`config.mk`:
```
export PLATFORM = sky130hd
export DESIGN_NAME = pf_req_queue_flat
export DESIGN_NICKNAME = d
export VERILOG_FILES = /design/src/rtl/pf_req_queue_pkg.sv /design/src/rtl/pf_req_queue_if.sv /design/src/rtl/pf_req_queue_fifo_cam.sv /design/src/rtl/pf_req_queue.sv /design/src/flat_wrapper.sv
export SDC_FILE = /design/constraint.sdc
export NUM_CORES = 1
export LEC_CHECK = 0
export ABC_AREA = 0
export CORE_ASPECT_RATIO = 0.9
export CORE_MARGIN = 2
export CORE_UTILIZATION = 63
export DETAILED_ROUTE_END_ITERATION = 16
export GPL_ROUTABILITY_DRIVEN = 1
export PLACE_DENSITY = 0.88
export SYNTH_ARGS = -nofsm -noshare
export SYNTH_HDL_FRONTEND = slang
export SYNTH_SLANG_ARGS = --single-unit
```
`constraint.sdc`:
```
create_clock -name clk -period 10.4 [get_ports clk]
set_input_delay 2.08 -clock clk [delete_from_list [all_inputs] [get_ports clk]]
set_output_delay 2.08 -clock clk [all_outputs]
set_load 0.05 [all_outputs]
```
`src/rtl/pf_req_queue_pkg.sv`:
```
// Shared frontend prefetch definitions.
// Provides the default physical-address / line-offset widths, the line-tag
// type used wherever a cache line is identified, and the issue-FSM states.
package pf_req_queue_pkg;

  localparam int PF_ADDR_W = 32;
  localparam int PF_OFF_W  = 6;   // 64-byte lines
  localparam int PF_TAG_W  = PF_ADDR_W - PF_OFF_W;

  typedef logic [PF_TAG_W-1:0] line_tag_t;

  typedef enum logic [1:0] {
    IDLE = 2'd0,
    REQ  = 2'd1,
    WAIT = 2'd2
  } pf_state_e;

endpackage

```
`src/rtl/pf_req_queue_if.sv`:
```
// Prefetch request interface between frontend stage 1, the prefetch queue
// and the L2/memory fill port.
//
// Handshake rules:
//   - bppf_valid / nlpf_valid are single-cycle offers; there is no ready,
//     the queue either takes a request or drops it in that same cycle.
//   - mem_req_valid / mem_req_ready is a strict valid/ready pair: a transfer
//     happens on a cycle where both are 1. Once mem_req_valid rises, it and
//     mem_req_addr hold stable until the transfer, except that a flush may
//     withdraw a request that has not yet been accepted.
//   - mem_resp_valid is a one-cycle pulse completing the single outstanding
//     fill; it is ignored when no fill is outstanding.
//
// Modports: slave = the prefetch queue, master = the frontend / fill side.
// issue_state is a debug view of the issue FSM.
interface pf_req_queue_if #(
  parameter int ADDR_W = pf_req_queue_pkg::PF_ADDR_W,
  parameter int DEPTH  = 4
);
  import pf_req_queue_pkg::*;

  logic                         bppf_valid;
  logic [ADDR_W-1:0]            bppf_paddr;
  logic                         nlpf_valid;
  logic [ADDR_W-1:0]            nlpf_paddr;
  logic                         flush;
  logic                         mem_req_valid;
  logic [ADDR_W-1:0]            mem_req_addr;
  logic                         mem_req_ready;
  logic                         mem_resp_valid;
  logic [$clog2(DEPTH+1)-1:0]   pf_count;
  logic                         pf_full;
  logic [7:0]                   drop_cnt;
  pf_state_e                    issue_state;

  modport slave (
    input  bppf_valid, bppf_paddr, nlpf_valid, nlpf_paddr, flush,
    input  mem_req_ready, mem_resp_valid,
    output mem_req_valid, mem_req_addr, pf_count, pf_full, drop_cnt,
    output issue_state
  );

  modport master (
    output bppf_valid, bppf_paddr, nlpf_valid, nlpf_paddr, flush,
    output mem_req_ready, mem_resp_valid,
    input  mem_req_valid, mem_req_addr, pf_count, pf_full, drop_cnt,
    input  issue_state
  );

endinterface

```
`src/rtl/pf_req_queue_fifo_cam.sv`:
```
// pf_fifo_cam: DEPTH-entry circular FIFO of line tags with two write ports
// and a per-entry tag compare used for duplicate detection.
//
// Ports:
//   clk, rst            clock, asynchronous active-high reset
//   flush               empty the FIFO at the next edge (wins over all else)
//   wr_a_en / wr_a_tag  first write port (older request)
//   wr_b_en / wr_b_tag  second write port (lands behind port A when both fire)
//   rd_en               pop the head entry
//   cmp_a_tag/cmp_b_tag tags compared against every valid entry
//   match_a / match_b   per-entry hit vectors for the two compare tags
//   head_tag            tag at the head of the FIFO
//   count               number of valid entries (registered)
//
// The caller never writes more entries than were free at the start of the
// cycle, so a write never lands on the slot being popped.
module pf_fifo_cam #(
  parameter int DEPTH = 4,
  parameter int TAG_W = 26,
  parameter int CNT_W = $clog2(DEPTH + 1)
) (
  input  logic             clk,
  input  logic             rst,
  input  logic             flush,
  input  logic             wr_a_en,
  input  logic [TAG_W-1:0] wr_a_tag,
  input  logic             wr_b_en,
  input  logic [TAG_W-1:0] wr_b_tag,
  input  logic             rd_en,
  input  logic [TAG_W-1:0] cmp_a_tag,
  input  logic [TAG_W-1:0] cmp_b_tag,
  output logic [DEPTH-1:0] match_a,
  output logic [DEPTH-1:0] match_b,
  output logic [TAG_W-1:0] head_tag,
  output logic [CNT_W-1:0] count
);

  localparam int PTR_W = $clog2(DEPTH);

  logic [TAG_W-1:0] tags [DEPTH];
  logic [DEPTH-1:0] valid;
  logic [PTR_W-1:0] wr_ptr;
  logic [PTR_W-1:0] rd_ptr;
  logic [PTR_W-1:0] wr_b_ptr;

  // Port B goes into the slot after port A only when A also writes.
  assign wr_b_ptr = wr_ptr + PTR_W'(wr_a_en);
  assign head_tag = tags[rd_ptr];

  // Tag storage needs no reset: entries are qualified by valid.
  always_ff @(posedge clk) begin
    if (wr_a_en) tags[wr_ptr]   <= wr_a_tag;
    if (wr_b_en) tags[wr_b_ptr] <= wr_b_tag;
  end

  always_ff @(posedge clk or posedge rst) begin
    if (rst) begin
      valid  <= '0;
      wr_ptr <= '0;
      rd_ptr <= '0;
      count  <= '0;
    end else if (flush) begin
      valid  <= '0;
      wr_ptr <= '0;
      rd_ptr <= '0;
      count  <= '0;
    end else begin
      if (rd_en) begin
        valid[rd_ptr] <= 1'b0;
        rd_ptr        <= rd_ptr + PTR_W'(1);
      end
      if (wr_a_en) valid[wr_ptr]   <= 1'b1;
      if (wr_b_en) valid[wr_b_ptr] <= 1'b1;
      wr_ptr <= wr_ptr + PTR_W'(wr_a_en) + PTR_W'(wr_b_en);
      count  <= count - CNT_W'(rd_en) + CNT_W'(wr_a_en) + CNT_W'(wr_b_en);
    end
  end

  always_comb begin
    match_a = '0;
    match_b = '0;
    for (int i = 0; i < DEPTH; i++) begin
      match_a[i] = valid[i] && (tags[i] == cmp_a_tag);
      match_b[i] = valid[i] && (tags[i] == cmp_b_tag);
    end
  end

endmodule

```
`src/rtl/pf_req_queue.sv`:
```
// pf_req_queue: consumer end of the frontend prefetch path.
// Takes branch-predictor (bppf) and next-line (nlpf) prefetch addresses,
// drops requests whose line is already queued or in flight, buffers the rest
// and issues them one at a time to the fill port, tracking one outstanding
// fill until its response pulse.
//
// Ports:
//   clk  clock
//   rst  asynchronous reset, active-high
//   bus  pf_req_queue_if.slave: prefetch inputs, flush, fill request /
//        response handshake, pf_count, pf_full, drop_cnt, issue_state
module pf_req_queue
  import pf_req_queue_pkg::*;
#(
  parameter int DEPTH  = 4,
  parameter int ADDR_W = PF_ADDR_W,
  parameter int OFF_W  = PF_OFF_W
) (
  input  logic              clk,
  input  logic              rst,
  pf_req_queue_if.slave     bus
);

  localparam int TAG_W = ADDR_W - OFF_W;
  localparam int CNT_W = $clog2(DEPTH + 1);

  pf_state_e        state;
  pf_state_e        state_next;
  logic [TAG_W-1:0] bppf_tag;
  logic [TAG_W-1:0] nlpf_tag;
  logic [TAG_W-1:0] head_tag;
  logic [TAG_W-1:0] inflight_tag;
  logic [DEPTH-1:0] match_bppf;
  logic [DEPTH-1:0] match_nlpf;
  logic [CNT_W-1:0] count;
  logic             inflight_live;
  logic             bppf_dup;
  logic             nlpf_dup;
  logic             bppf_enq;
  logic             nlpf_enq;
  logic             bppf_drop;
  logic             nlpf_drop;
  logic             pop;
  logic             nonempty_next;
  logic [1:0]       drop_n;
  logic [8:0]       drop_sum;
  logic [7:0]       drop_cnt_q;
  logic             unused_offset_bits;

  assign bppf_tag = bus.bppf_paddr[ADDR_W-1:OFF_W];
  assign nlpf_tag = bus.nlpf_paddr[ADDR_W-1:OFF_W];
  assign unused_offset_bits = ^{bus.bppf_paddr[OFF_W-1:0], bus.nlpf_paddr[OFF_W-1:0]};

  // The in-flight tag only guards against duplicates while a fill is pending.
  assign inflight_live = (state == WAIT);
  assign pop           = (state == REQ) && bus.mem_req_ready;

  // Enqueue / drop decisions. Capacity is judged on the occupancy at the
  // start of the cycle, so a slot freed by this cycle's pop is not reused.
  // A flush suppresses enqueues without counting them as drops.
  always_comb begin
    bppf_dup = (|match_bppf) || (inflight_live && (bppf_tag == inflight_tag));
    nlpf_dup = (|match_nlpf) || (inflight_live && (nlpf_tag == inflight_tag))
               || (bus.bppf_valid && (nlpf_tag == bppf_tag));
    bppf_enq = bus.bppf_valid && !bus.flush && !bppf_dup
               && (count < CNT_W'(DEPTH));
    nlpf_enq = bus.nlpf_valid && !bus.flush && !nlpf_dup
               && ((count + CNT_W'(bppf_enq)) < CNT_W'(DEPTH));
    bppf_drop = bus.bppf_valid && !bus.flush && !bppf_enq;
    nlpf_drop = bus.nlpf_valid && !bus.flush && !nlpf_enq;
    drop_n    = {1'b0, bppf_drop} + {1'b0, nlpf_drop};
    drop_sum  = {1'b0, drop_cnt_q} + {7'b0, drop_n};
    // Used only from IDLE/WAIT, where nothing is popped.
    nonempty_next = !bus.flush && ((count != '0) || bppf_enq || nlpf_enq);
  end

  pf_fifo_cam #(
    .DEPTH (DEPTH),
    .TAG_W (TAG_W),
    .CNT_W (CNT_W)
  ) u_fifo (
    .clk       (clk),
    .rst       (rst),
    .flush     (bus.flush),
    .wr_a_en   (bppf_enq),
    .wr_a_tag  (bppf_tag),
    .wr_b_en   (nlpf_enq),
    .wr_b_tag  (nlpf_tag),
    .rd_en     (pop),
    .cmp_a_tag (bppf_tag),
    .cmp_b_tag (nlpf_tag),
    .match_a   (match_bppf),
    .match_b   (match_nlpf),
    .head_tag  (head_tag),
    .count     (count)
  );

  // Issue FSM: state register.
  always_ff @(posedge clk or posedge rst) begin
    if (rst) state <= IDLE;
    else     state <= state_next;
  end

  // Issue FSM: next state.
  always_comb begin
    state_next = state;
    unique case (state)
      IDLE: if (nonempty_next) state_next = REQ;
      // An accepted handshake always stands, even under flush; an
      // unaccepted request is withdrawn only by a flush.
      REQ: begin
        if (bus.mem_req_ready) state_next = WAIT;
        else if (bus.flush)    state_next = IDLE;
      end
      WAIT: if (bus.mem_resp_valid) state_next = nonempty_next ? REQ : IDLE;
      default: state_next = IDLE;
    endcase
  end

  // Issue FSM: outputs.
  always_comb begin
    bus.mem_req_valid = (state == REQ);
    bus.mem_req_addr  = (state == REQ) ? {head_tag, {OFF_W{1'b0}}} : '0;
    bus.issue_state   = state;
  end

  always_ff @(posedge clk or posedge rst) begin
    if (rst) begin
      inflight_tag <= '0;
      drop_cnt_q   <= '0;
    end else begin
      if (pop)                                     inflight_tag <= head_tag;
      else if (inflight_live && bus.mem_resp_valid) inflight_tag <= '0;
      drop_cnt_q <= drop_sum[8] ? 8'hFF : drop_sum[7:0];
    end
  end

  assign bus.pf_count = count;
  assign bus.pf_full  = (count == CNT_W'(DEPTH));
  assign bus.drop_cnt = drop_cnt_q;

endmodule

```
`src/flat_wrapper.sv`:
```
// flat-port wrapper written by rule: the top's interface ports become plain ports
module pf_req_queue_flat import pf_req_queue_pkg::*;
#(
  parameter int DEPTH  = 4,
  parameter int ADDR_W = PF_ADDR_W,
  parameter int OFF_W  = PF_OFF_W
)
  (clk, rst, bus_bppf_valid, bus_bppf_paddr, bus_nlpf_valid, bus_nlpf_paddr, bus_flush, bus_mem_req_ready, bus_mem_resp_valid, bus_mem_req_valid, bus_mem_req_addr, bus_pf_count, bus_pf_full, bus_drop_cnt, bus_issue_state);
  pf_req_queue_if #(.ADDR_W(ADDR_W), .DEPTH(DEPTH)) bus_i ();
  input  logic clk;
  input  logic rst;
  input wire logic [$bits(bus_i.bppf_valid)-1:0] bus_bppf_valid;
  input wire logic [$bits(bus_i.bppf_paddr)-1:0] bus_bppf_paddr;
  input wire logic [$bits(bus_i.nlpf_valid)-1:0] bus_nlpf_valid;
  input wire logic [$bits(bus_i.nlpf_paddr)-1:0] bus_nlpf_paddr;
  input wire logic [$bits(bus_i.flush)-1:0] bus_flush;
  input wire logic [$bits(bus_i.mem_req_ready)-1:0] bus_mem_req_ready;
  input wire logic [$bits(bus_i.mem_resp_valid)-1:0] bus_mem_resp_valid;
  output wire logic [$bits(bus_i.mem_req_valid)-1:0] bus_mem_req_valid;
  output wire logic [$bits(bus_i.mem_req_addr)-1:0] bus_mem_req_addr;
  output wire logic [$bits(bus_i.pf_count)-1:0] bus_pf_count;
  output wire logic [$bits(bus_i.pf_full)-1:0] bus_pf_full;
  output wire logic [$bits(bus_i.drop_cnt)-1:0] bus_drop_cnt;
  output wire logic [$bits(bus_i.issue_state)-1:0] bus_issue_state;
  assign bus_i.bppf_valid = bus_bppf_valid;
  assign bus_i.bppf_paddr = bus_bppf_paddr;
  assign bus_i.nlpf_valid = bus_nlpf_valid;
  assign bus_i.nlpf_paddr = bus_nlpf_paddr;
  assign bus_i.flush = bus_flush;
  assign bus_i.mem_req_ready = bus_mem_req_ready;
  assign bus_i.mem_resp_valid = bus_mem_resp_valid;
  assign bus_mem_req_valid = bus_i.mem_req_valid;
  assign bus_mem_req_addr = bus_i.mem_req_addr;
  assign bus_pf_count = bus_i.pf_count;
  assign bus_pf_full = bus_i.pf_full;
  assign bus_drop_cnt = bus_i.drop_cnt;
  assign bus_issue_state = bus_i.issue_state;
  pf_req_queue #(.DEPTH(DEPTH), .ADDR_W(ADDR_W), .OFF_W(OFF_W)) u_core (.clk(clk), .rst(rst), .bus(bus_i));
endmodule
```
==> Word level (Yosys, flattened, before mapping) <==
Memory sizes are Yosys's and may differ from the RTL's.
Index checks and enable logic that the tools add are counted.
{ "totals": {"ram_bits": 104, "out_inout_bits": 47, "memories": 1, "elab_cells": 118, "ff_bits": 47} }
{ "classes": {"add_sub_neg": 9, "reduce_logical": 42, "bitwise_logic": 4, "mux": 30, "n_lt_le_gt_ge": 8, "eq_ne": 17} }
{ "memory_table": {"columns": ["memory", "depth", "width", "read_ports", "rd_ports_with_merged_regs", "wr", "line_no", "rtl"], "rows": [
  ["u_core.u_fifo.tags", 4, 26, 5, 0, 2, "pf_req_queue_fifo_cam.sv:40", "logic [TAG_W-1:0] tags [DEPTH];"]
]} }
{ "op_table": {"columns": ["cell", "n"], "rows": [
  ["$eq 26x26->1", 11],
  ["$mux 26", 2],
  ["$mux 32", 1],
  ["$logic_and 1x1->1", 25],
  ["$mux 4", 6],
  ["$mux 2", 7],
  ["$add 3x1->3", 3],
  ["$add 8x2->9", 1],
  ["$lt 2x3->1 const B", 3],
  ["$mux 1", 8],
  ["$mux 8", 1],
  ["$or 4x4->4", 2],
  ["$reduce_or 4->1", 2],
  ["$demux 1 s2", 3],
  ["$ge 2x1->1 const B", 3],
  ["$lt 3x3->1 const B", 2],
  ["$pmux 2 s3", 1],
  ["$logic_not 1->1", 5],
  ["$logic_or 1x1->1", 5],
  ["$add 2x1->2", 2],
  ["$and 4x4->4", 1],
  ["$not 4->4", 1],
  ["$reduce_bool 2->1", 2],
  ["$eq 3x3->1 const B", 1],
  ["12 further kinds", 12]
]} }

==> Logic depth before layout (Yosys ltp) <==
Gate-level depths: netlist of the first run.
An unclocked memory read counts as a cell.
{ "depth": {"depth_word": 16, "mapped_depth": 15, "mapped_depth_nobuf": 13} }

==> Modules after synthesis <==
From an unflattened synthesis of the first run, not the netlist that was laid out.
{ "hier_totals": {"hier_cells": 905, "area_unflattened_um2": 11044.3} }
{ "by_module_without_submodules": {"columns": ["mod", "area_each_um2", "n_inst", "cells_each"], "rows": [
  ["pf_fifo_cam", 8495.6, 1, 643],
  ["pf_req_queue", 2548.7, 1, 262]
]} }

==> Worst setup path before layout of the first run <==
No wires, ideal clock.
{ "synth_path": {"kind": "input to register", "from": "input bus_bppf_paddr[20]", "to": "memory u_core.u_fifo.tags[0][0], enable pin", "stages": 12, "n_path_buf": 3, "arrival_time_ps": 5444, "t_required_ps": 10018, "setup_time_ps": 382, "path_slack_ps": 4574, "path_cell_list": "buf_2 > xnor2_1 > nand4_1 > nor3_1 > a211o_1 > nor3_4 > clkbuf_1 > ha_1 > xor2_1 > a2111oi_4 > buf_6 > a21o_1"} }
{ "synth_rtl": {"columns": ["element", "line_no", "rtl"], "rows": [
  ["start, declared", "flat_wrapper.sv:13", "input wire logic [$bits(bus_i.bppf_paddr)-1:0] bus_bppf_paddr;"],
  ["end, declared", "pf_req_queue_fifo_cam.sv:40", null]
]} }

==> results of run 1 <==
-- final timing paths --
path / depth (start not counted) / from / slack [ps] / to
max: 12 / bus_bppf_paddr[27] / 3560 / u_core.u_fifo.tags[0][13]
min: 1 / u_core.inflight_tag[11] / 580 / u_core.inflight_tag[11]
max reg2reg: 11 / u_core.u_fifo.tags[1][3] / 5610 / u_core.u_fifo.tags[0][13]
min reg2reg: 1 / u_core.inflight_tag[11] / 580 / u_core.inflight_tag[11]
max in group asynchronous: 2 / rst / 7430 / u_core.u_fifo.rd_ptr[0]
min in group asynchronous: 2 / rst / 2240 / u_core.bus.drop_cnt[5]
-- cell usage after synthesis (21+ instances only) --
master / number / share of area
xnor2_1: 222 / 0.18
nand4_1: 54 / 0.030
dfrtp_1: 47 / 0.11
mux4_2: 26 / 0.053
mux2_2: 32 / 0.033
nor4_1: 21 / 0.012
and2_1: 27 / 0.015
xor2_1: 73 / 0.058
edfxtp_1: 104 / 0.28
mux2_4: 30 / 0.041
a22o_1: 26 / 0.021
mux2_1: 42 / 0.043
buf_4: 39 / 0.026
-- metrics by stage --
step / util / std cells
floorplan: - / 918
global placement: 0.683 / 1182
detailed placement: 0.683 / 1182
CTS: 0.719 / 1214
global route: 0.719 / 1214
finish: 0.719 / 1214
-- final cells by class --
| class | instances | area (um2) |
|---|---|---|
| Clock inverter | 12 | 200 |
| Fill cell | 1264 | 4890 |
| Inverter | 13 | 48.8 |
| Sequential cell | 151 | 4300 |
| Timing Repair Buffer | 107 | 1050 |
| Clock buffer | 20 | 437 |
| Tap cell | 240 | 300 |
| Multi-Input combinational cell | 671 | 6210 |
-- power breakdown --
group	internal (W)	switching [W]
clock network	0.000426	0.000264
registers	0.000787	0.000183
logic	0.000459	0.000669
-- critical path, stage by stage --
cell             delay (ps)
clkdlybuf4s50_1         860
xnor2_1                 300
nand4_1                 170
nor4_1                  100
a211o_1                 300
nor3_4                  720
ha_1                    340
xor2_1                  190
a2111oi_4               360
buf_4                   510
a21o_1                  600
buf_4                   380
-- cell families (layout without fill, tap and decap cells) --
kind of cell,after synthesis,in the layout,synth area share
adder cells (fa/ha/maj),11,11,0.0144
buffers and inverters,96,152,0.0555
AO/OA/AOI/OAI,57,57,0.0504
flip-flops,151,151,0.388
other,1,6,0.000338
AND/OR/NAND/NOR,171,171,0.0889
multiplexers,131,131,0.170
XOR/XNOR,295,295,0.233
-- registers in the layout (all words and copies together), names as in the netlist --
signal / count
u_core.u_fifo.count: 3
u_core.u_fifo.tags: 104
u_core.bus.drop_cnt: 8
u_core.inflight_tag: 26
u_core.u_fifo.rd_ptr: 2
u_core.bus.issue_state: 2
u_core.u_fifo.valid: 4
u_core.u_fifo.wr_ptr: 2
-- routing by layer --
metal | part of all wire | routed length [um] | vias to the layer above | track usage
met5 | 0 | 0 | - | 0
met2 | 0.46 | 16800 | 544 | 0.637
li1 | - | - | 3364 | -
met3 | 0.11 | 3970 | 76 | 0.0716
met4 | 0.031 | 1140 | 0 | 0.129
met1 | 0.40 | 14400 | 4081 | 0.570
==> key figures, run 1 <==
Clocking
  – Post-CTS Hold Buffers: 0
  – Post_cts resized: 0
  – Number of buffers inserted by post-CTS setup repair: 0
  – Worst skew pair latency: about 440 ps
  – TritonCTS buffer count: 17
  – Clock sink count: 151
  – H-tree levels: 4
  – Clock transition at path regs: 60 ps
  – CTS tree: yes
  – Root Driver: clkbuf_16
  – Max Buffers Root-to-Sink: 2

Place
  – Post-DP Area: 0.0119 mm2
  – Final RePlAce weighted congestion: between 1 and 1.5
  – Pre-CTS setup slack: 3260 ps
  – HPWL after DPL: 26,300 um
  – PortBufs: 99

GRT
  – Largest net degree at the start of global routing: 48
  – Global-route wire length before repair: 52,700 um
  – Vias in the first global route: roughly 7,800
  – Overflow after GRT: 0
  – Initial antenna violation count: 0
  – Overall routing resource usage: 0.402

STA
  – Setup Skew: 11.3 ps
  – Final hold slack: 577 ps
  – Post-route setup slack: 3560 ps
  – Fin. max-slew vios: 0
  – Setup-failing EPs final: 0
  – Worst-Margin Slew: 1130 ps
  – RSZ-0062 raised after global routing: false
  – Max Freq: 0.146 GHz
  – Fin. Hold Viols: 0
  – Fin crit share: 0.658
  – Minimum clock period after layout: 6840 ps
  – Setup TNS Final: 0 ps
  – Max transition margin: 0.246

Cells and area
  – Commonest non-fill, non-tap cell in the layout: xnor2_1
  – Commonest non-fill, non-tap cells in the layout: xnor2_1 (222), edfxtp_1 (104), clkdlybuf4s50_1 (99)
  – Share of cells above drive strength 1: 0.145
  – Final instance area: 0.0125 mm2
  – Area Overhead vs Synth: 13.2%
  – Ant diodes: 0
  – Nets: approximately 1,000

Logic synthesis
  – Avg Inst Size Synth: 12.1 um2
  – Seq cells post-synth: 151
  – Post-Synthesis Cells: 913
  – Count of cell types in the netlist: 48
  – Post-synthesis async set-or-reset flop share: 0.311
  – Synthesized cell area: 0.0111 mm2
  – EDFF count, synth: around 100
  – Main synth FF type: edfxtp_1
  – Sequential area share after synthesis: 0.388
  – YS warnings: 0

Worst setup path
  – CP Class: input port to flip-flop
  – Crit Path Max Fanout: 28
  – WP data arrival: 6960 ps
  – CP Capture Type: flip-flop
  – Critical Path Start Type: input port
  – CP required: 10,520 ps

Job
  – Max cap viols: 0

Die
  – Row cnt: 46
  – Starting Density: 0.636
  – Full die area: between 0.015 and 0.02 mm2
  – Die Wd: 144 um
  – Io pins: 118
  – Core Area: 0.0174 mm2
  – Die H: 130 um

Route
  – Antenna-violating nets left: 0
  – WL/cell: 29.9 um
  – # DRC: 0
  – Drt pass-1 iters: 5
  – Avg Vias per Cell: approximately 6.6
  – Vias post-DR: 8,065
  – Initial DRC Count: just over 900
  – Final WL: 36,300 um

Pwr
  – Power, Total: 0.00279 W
  – Lkg Pwr: 4.20 nW
  – Power Density: 222 mW/mm2
  – VDD IR max: roughly 0.00015 V

Hold path
  – Class of the worst hold path: flip-flop to flip-flop

Run status
  – Status: finished clean
No activity file was read; power rests on OpenSTA's default activity.
==> inputs of run 2 (changes only) <==
- CORE_UTILIZATION: 63 -> 53
- PLACE_DENSITY: 0.88 -> 0.78
- clock period: 10.4 -> 6.2 ns (I/O delays scaled with it)
==> run 2 against run 1 <==
Net effect:
- clock-buffer cell count is 2 lower
- global-route usage is 6.1 points lower
- cell count is 3.0% higher
- non-clock buffer count is 16 higher
- critical endpoint is now u_core.u_fifo.tags[0][19]
- design area is 0.81% higher
- first-iteration DRC count is 13% lower
- worst hold slack worse by 11 ps
- highest routed layer is now met5
- clock skew is 6.5 ps higher
- sequential cell count stayed put
- die area is 18% higher
- wire length is 0.17% lower
- total power is 64% higher
==> key figures, run 2 (synthesized netlist as in run 1, its figures left out) <==
Route
  – Routed wl met3: 2860 um (was 3970 um)
  – DR top layer: met5 (was met4)
  – Routed wl met2: 16,200 um (was 16,800 um)
  – Metal-1 WL: 16,100 um (was 14,400 um)
  – Vias post-DR: 7,835 (was 8,065)
  – Avg Vias per Cell: 6.27 (was 6.64)
  – Drt pass-1 iters: 5 (unchanged)
  – WL/cell: 29.0 um (was 29.9 um)
  – # DRC: 0 (unchanged)
  – Initial DRC Count: 804 (was 920)
  – Antenna-violating nets left: 0 (unchanged)
  – Final WL: 36,200 um (was 36,300 um)

Worst setup path
  – Crit Path Max Fanout: 16 (was 28)
  – Crit-path max cell delay: 860 ps (about the same)
  – Crit path buf inv count: 3 (unchanged)
  – CP Class: input port to flip-flop (unchanged)
  – Critical Path Start Type: input port (unchanged)
  – CP Capture Type: flip-flop (unchanged)
  – Worst-path cell chain: clkdlybuf4s50_1 -> xnor2_1 -> nand4_1 -> nor4_1 -> a211o_1 -> nor3_4 -> ha_1 -> xor2_1 -> a2111oi_4 -> buf_4 -> a21o_1 -> buf_4 (unchanged)
  – CP required: 6320 ps (was 10,520 ps)
  – Most used cell, CP: buf_4 (unchanged)
  – WP data arrival: 5370 ps (was 6960 ps)
  – Crit-path slowest cell: clkdlybuf4s50_1 (unchanged)
  – CP top delay family: buffers and inverters (unchanged)

GRT
  – Vias in the first global route: 7,998 (was 7,844)
  – Global-route wire length before repair: 53,400 um (was 52,700 um)
  – Overall routing resource usage: 0.342 (was 0.402)
  – Overflow after GRT: 0 (unchanged)
  – Largest net degree at the start of global routing: 48 (unchanged)
  – Initial antenna violation count: 2 (was 0)

Die
  – Row cnt: 50 (was 46)
  – Die Wd: 156 um (was 144 um)
  – Core Area: 0.0206 mm2 (was 0.0174 mm2)
  – Die H: 141 um (was 130 um)
  – Starting Density: 0.537 (was 0.636)
  – Full die area: 0.0221 mm2 (was 0.0187 mm2)
  – Io pins: 118 (unchanged)

Cells and area
  – Share of cells above drive strength 1: 0.162 (was 0.145)
  – Area Overhead vs Synth: 14.1% (was 13.2%)
  – Top reg by flops: u_core.u_fifo.tags (unchanged)
  – Commonest non-fill, non-tap cells in the layout: xnor2_1 (222), edfxtp_1 (104), clkdlybuf4s50_1 (99) (unchanged)
  – Commonest non-fill, non-tap cell in the layout: xnor2_1 (unchanged)
  – Nets: 1,059 (was 1,043)
  – Max reg flops: 104 (unchanged)
  – Final instance area: 0.0126 mm2 (was 0.0125 mm2)
  – Filler Cell Count: 1,699 (was 1,264)
  – Ant diodes: 0 (unchanged)

Clocking
  – Number of buffers inserted by post-CTS setup repair: 0 (unchanged)
  – Clock sink count: 151 (unchanged)
  – Clock transition at path regs: 60 ps (about the same)
  – TritonCTS buffer count: 17 (unchanged)
  – Root Driver: clkbuf_16 (unchanged)
  – Worst skew pair latency: 450 ps (was 440 ps)
  – Post_cts resized: 0 (unchanged)
  – CTS tree: yes (unchanged)
  – Post-CTS Hold Buffers: 0 (unchanged)
  – Max Buffers Root-to-Sink: 2 (unchanged)
  – H-tree levels: 4 (unchanged)

Place
  – Pre-CTS setup slack: 626 ps (was 3260 ps)
  – Post-DP Area: 0.0121 mm2 (was 0.0119 mm2)
  – HPWL after DPL: 27,600 um (was 26,300 um)
  – PortBufs: 99 (unchanged)
  – Final RePlAce weighted congestion: 1.02 (was 1.08)

Job
  – Max cap viols: 0 (unchanged)

Pwr
  – VDD IR max: 0.000175 V (was 0.000153 V)
  – Lkg Pwr: 4.26 nW (was 4.20 nW)
  – Power Density: 362 mW/mm2 (was 222 mW/mm2)

STA
  – Setup-failing EPs final: 0 (unchanged)
  – Worst-Margin Slew: 947 ps (was 1130 ps)
  – Minimum clock period after layout: 5250 ps
  – Setup Skew: 17.8 ps (was 11.3 ps)
  – Final hold slack: 565 ps (was 577 ps)
  – Max Freq: 0.191 GHz
  – RSZ-0062 raised after global routing: false (unchanged)
  – Fin. Hold Viols: 0 (unchanged)
  – Setup TNS Final: 0 ps (unchanged)
  – Max transition margin: 0.367 (was 0.246)
  – Fin. max-slew vios: 0 (unchanged)
  – Post-route setup slack: 952 ps (was 3560 ps)
  – Fin crit share: 0.846

Hold path
  – Class of the worst hold path: flip-flop to flip-flop (unchanged)

Run status
  – Status: finished clean (unchanged)
==> run 2: changes by cell type in the layout (fill, tap and decap cells not counted) <==
cell        delta
buf_12         +1
buf_4         +15
bufinv_16      -3
clkbuf_1       -2
clkinv_1       -1
clkinv_2       +2
clkinv_4       +1
clkinvlp_4     +2
inv_8          +1
==> run 2: cell type report <==
cell class                      instances  area [um2]  area share
Multi-Input combinational cell        671        6210       0.491
Sequential cell                       151        4300       0.340
Timing Repair Buffer                  123        1180      0.0936
Clock buffer                           18         429      0.0339
Tap cell                              260         325      0.0257
Clock inverter                         14         151      0.0120
Inverter                               13        48.8     0.00386
==> run 2: final timing paths <==
path / startpoint / end / slack (ps) / cells past startpoint
hold reg to reg: u_core.bus.drop_cnt[4] / u_core.bus.drop_cnt[4] / 570 / 1
max in group asynchronous: rst / u_core.u_fifo.rd_ptr[0] / 4420 / 3
min in group asynchronous: rst / u_core.inflight_tag[18] / 1300 / 3
hold / removal: u_core.bus.drop_cnt[4] / u_core.bus.drop_cnt[4] / 570 / 1
setup / recovery: bus_bppf_paddr[9] / u_core.u_fifo.tags[0][19] / 950 / 12
setup reg to reg: u_core.u_fifo.tags[1][3] / u_core.u_fifo.tags[0][19] / 2090 / 11
==> run 2: through the flow <==
step	cells	total power [W]	util
3_5_place_dp	1218	0.00351	0.585
3_3_place_gp	1218	0.00347	0.585
2_1_floorplan	918	0.00285	-
5_1_grt	1250	0.00474	0.613
6_report	1250	0.00458	0.613
4_1_cts	1250	0.00456	0.613
==> run 2: layer usage <==
layer  track usage  up-vias
li1              -     3407
met1         0.489     3967
met2         0.521      390
met3        0.0738       69
met4         0.108        2
met5             0        -
==> run 2: power breakdown <==
| part | internal [W] | switching (W) | total (W) |
|---|---|---|---|
| Sequential | 0.00132 | 0.000289 | 0.00161 |
| Combinational | 0.000785 | 0.00113 | 0.00192 |
| Clock | 0.000596 | 0.000460 | 0.00106 |
| Total | 0.00270 | 0.00188 | 0.00458 |
==> inputs of run 3 (changes only) <==
- CORE_UTILIZATION: 53 -> 58
- PLACE_DENSITY: 0.78 -> 0.81
- clock period: 6.2 -> 5.25 ns (I/O delays scaled with it)
==> run 3 against run 2 <==
Net effect:
- register-to-register slack got worse by 810 ps
- clock-buffer cell count unchanged
- die area decreased by 8.4%
- combinational power increased by 23%
- global-route usage increased by 4.8 points
- via count increased by 5.1%
- sequential power increased by 19%
- clock power increased by 11%
- cell count increased by 2.3%
- critical path type unchanged
- largest power group unchanged
==> key figures, run 3 (synthesized netlist as in run 1, its figures left out) <==
STA
  – Minimum clock period after layout: 4720 ps
  – RSZ-0062 raised after global routing: false (unchanged)
  – Post-route setup slack: 531 ps (was 952 ps)
  – Fin. Hold Viols: 0 (unchanged)
  – Max Freq: 0.212 GHz
  – Setup Skew: 9.78 ps (was 17.8 ps)
  – Setup-failing EPs final: 0 (unchanged)
  – Fin crit share: 0.899
  – Fin. max-slew vios: 0 (unchanged)
  – Max transition margin: 0.243 (was 0.367)
  – Worst-Margin Slew: 1130 ps (was 947 ps)
  – Setup TNS Final: 0 ps (unchanged)

Worst setup path
  – WP data arrival: 4860 ps (was 5370 ps)
  – CP top delay family: buffers and inverters (unchanged)
  – R2R depth: 11 (unchanged)
  – Most used cell, CP: buf_4 (unchanged)
  – CP Class: input port to flip-flop (unchanged)
  – Crit-path max cell delay: 610 ps (was 860 ps)
  – Crit-path slowest cell: or4_1 (was clkdlybuf4s50_1)
  – CP Capture Type: flip-flop (unchanged)
  – CP required: 5390 ps (was 6320 ps)
  – Worst-path cell chain: clkdlybuf4s50_1 -> xnor2_1 -> nand4_1 -> or4_1 -> o22ai_2 -> nor3_4 -> ha_1 -> xor2_1 -> a2111oi_4 -> buf_4 -> a31o_2 -> buf_4 (was clkdlybuf4s50_1 -> xnor2_1 -> nand4_1 -> nor4_1 -> a211o_1 -> nor3_4 -> ha_1 -> xor2_1 -> a2111oi_4 -> buf_4 -> a21o_1 -> buf_4)
  – Crit Reg-Reg Endpoint: u_core.u_fifo.tags[1][11] (was u_core.u_fifo.tags[0][19])
  – Reg2Reg Setup Slack: 1280 ps (was 2090 ps)
  – Crit path buf inv count: 3 (unchanged)
  – Reg2reg start: u_core.u_fifo.tags[0][15] (was u_core.u_fifo.tags[1][3])
  – Critical Path Start Type: input port (unchanged)
  – Crit Path Max Fanout: 12 (was 16)

Clocking
  – Post-CTS Hold Buffers: 0 (unchanged)
  – TritonCTS buffer count: 17 (unchanged)
  – Root Driver: clkbuf_16 (unchanged)
  – Post_cts resized: 0 (unchanged)
  – Max Buffers Root-to-Sink: 2 (unchanged)
  – Number of buffers inserted by post-CTS setup repair: 0 (unchanged)
  – CTS tree: yes (unchanged)
  – Clock transition at path regs: 70 ps (was 60 ps)
  – Worst skew pair latency: 440 ps (was 450 ps)
  – H-tree levels: 4 (unchanged)
  – Clock sink count: 151 (unchanged)

Cells and area
  – Final instance area: 0.0130 mm2 (was 0.0126 mm2)
  – Filler Cell Count: 1,352 (was 1,699)
  – Max reg flops: 104 (unchanged)
  – Nets: 1,102 (was 1,059)
  – Share of cells above drive strength 1: 0.197 (was 0.162)
  – Top reg by flops: u_core.u_fifo.tags (unchanged)
  – Commonest non-fill, non-tap cell in the layout: xnor2_1 (unchanged)
  – Commonest non-fill, non-tap cells in the layout: xnor2_1 (222), edfxtp_1 (104), clkdlybuf4s50_1 (99) (unchanged)
  – Area Overhead vs Synth: 17.6% (was 14.1%)

Job
  – Max cap viols: 0 (unchanged)

Place
  – HPWL after DPL: 29,400 um (was 27,600 um)
  – Post-DP Area: 0.0125 mm2 (was 0.0121 mm2)
  – PortBufs: 99 (unchanged)
  – Pre-CTS setup slack: 208 ps (was 626 ps)
  – Final RePlAce weighted congestion: 1.05 (was 1.02)

Die
  – Io pins: 118 (unchanged)
  – Starting Density: 0.597 (was 0.537)
  – Full die area: 0.0202 mm2 (was 0.0221 mm2)
  – Row cnt: 47 (was 50)
  – Core Area: 0.0186 mm2 (was 0.0206 mm2)
  – Die H: 135 um (was 141 um)
  – Die Wd: 150 um (was 156 um)

Hold path
  – Worst hold start: u_core.bus.drop_cnt[4] (unchanged)
  – Min-Delay Path Depth: 1 (unchanged)
  – Class of the worst hold path: flip-flop to flip-flop (unchanged)
  – Worst min-delay path endpoint: u_core.bus.drop_cnt[4] (unchanged)

Route
  – WL/cell: 30.0 um (was 29.0 um)
  – Drt pass-1 iters: 5 (unchanged)
  – # DRC: 0 (unchanged)
  – Final WL: 38,400 um (was 36,200 um)
  – Antenna-violating nets left: 0 (unchanged)
  – Vias post-DR: 8,236 (was 7,835)
  – Avg Vias per Cell: 6.44 (was 6.27)
  – Initial DRC Count: 1,111 (was 804)

GRT
  – Overall routing resource usage: 0.390 (was 0.342)
  – Largest net degree at the start of global routing: 48 (unchanged)
  – Global-route wire length before repair: 55,000 um (was 53,400 um)
  – Overflow after GRT: 0 (unchanged)
  – Initial antenna violation count: 2 (unchanged)
  – Vias in the first global route: 7,827 (was 7,998)

Pwr
  – Power Density: 418 mW/mm2 (was 362 mW/mm2)
  – Lkg Pwr: 4.49 nW (was 4.26 nW)
  – Power, Total: 0.00545 W (was 0.00458 W)
  – VDD IR max: 0.000214 V (was 0.000175 V)

Run status
  – Status: finished clean (unchanged)
-- run 3: changes by cell type in the layout (fill, tap and decap cells not counted), moves of 2 or more --
cell / before / now
buf_4: 23 / 57
buf_12: 1 / 10
inv_6: 2 / 5
bufinv_16: 2 / 0
clkinv_2: 3 / 1
clkinvlp_4: 4 / 2
-- run 3: worst max-delay path by stage --
stage / start / endpoint / slack (ps) / depth (start not counted)
final: bus_bppf_paddr[18] / u_core.u_fifo.tags[1][11] / 530 / 12
after detailed placement: bus_bppf_paddr[18] / u_core.u_fifo.tags[1][10] / 210 / 12
after floorplan: bus_bppf_paddr[20] / u_core.u_fifo.tags[0][0] / 450 / 12
after CTS: bus_bppf_paddr[18] / u_core.u_fifo.tags[1][13] / 620 / 12
after global routing: bus_bppf_paddr[24] / u_core.u_fifo.tags[1][17] / 470 / 12
after global placement: bus_bppf_paddr[8] / u_core.u_fifo.tags[1][10] / 220 / 13
-- run 3: worst register-to-register path: stages, from the launching register on --
cell	delay [ps]
edfxtp_1	450
xnor2_1	320
nand4_1	280
or4_1	650
o22ai_2	250
nor3_4	60
ha_1	220
xor2_1	220
a2111oi_4	410
buf_4	340
a31o_2	220
buf_4	240
-- run 3: area by class of cell --
| cell class | instances | area, um2 | area share |
|---|---|---|---|
| Tap cell | 245 | 307 | 0.0235 |
| Timing Repair Buffer | 166 | 1620 | 0.124 |
| Sequential cell | 151 | 4300 | 0.330 |
| Antenna cell | 1 | 2.50 | 0.000192 |
| Clock inverter | 14 | 118 | 0.00902 |
| Inverter | 13 | 48.8 | 0.00374 |
| Multi-Input combinational cell | 671 | 6210 | 0.476 |
| Clock buffer | 18 | 429 | 0.0329 |
-- run 3: power breakdown --
| part | switching [W] | internal [W] | leakage [nW] | total, W |
|---|---|---|---|---|
| clock | 0.000559 | 0.000618 | 0.262 | 0.00118 |
| combinational | 0.00137 | 0.000984 | 2.67 | 0.00236 |
| sequential | 0.000365 | 0.00156 | 1.55 | 0.00192 |
-- run 3: per-layer routing --
layer	up-vias	GRT usage	part of all wire	wire, um
met5	-	0	0	0
met4	0	0.103	0.023	875
met3	55	0.0919	0.12	4430
met2	531	0.592	0.45	17300
met1	4158	0.565	0.41	15800
li1	3492	-	-	-
-- run 3: through the flow --
| stage | util | std cells | hold WS [ps] |
|---|---|---|---|
| 2_1_floorplan | - | 918 | 537 |
| 3_3_place_gp | 0.672 | 1246 | 533 |
| 3_5_place_dp | 0.672 | 1246 | 554 |
| 4_1_cts | 0.701 | 1278 | 564 |
| 5_1_grt | 0.701 | 1278 | 596 |
| 6_report | 0.701 | 1279 | 560 |
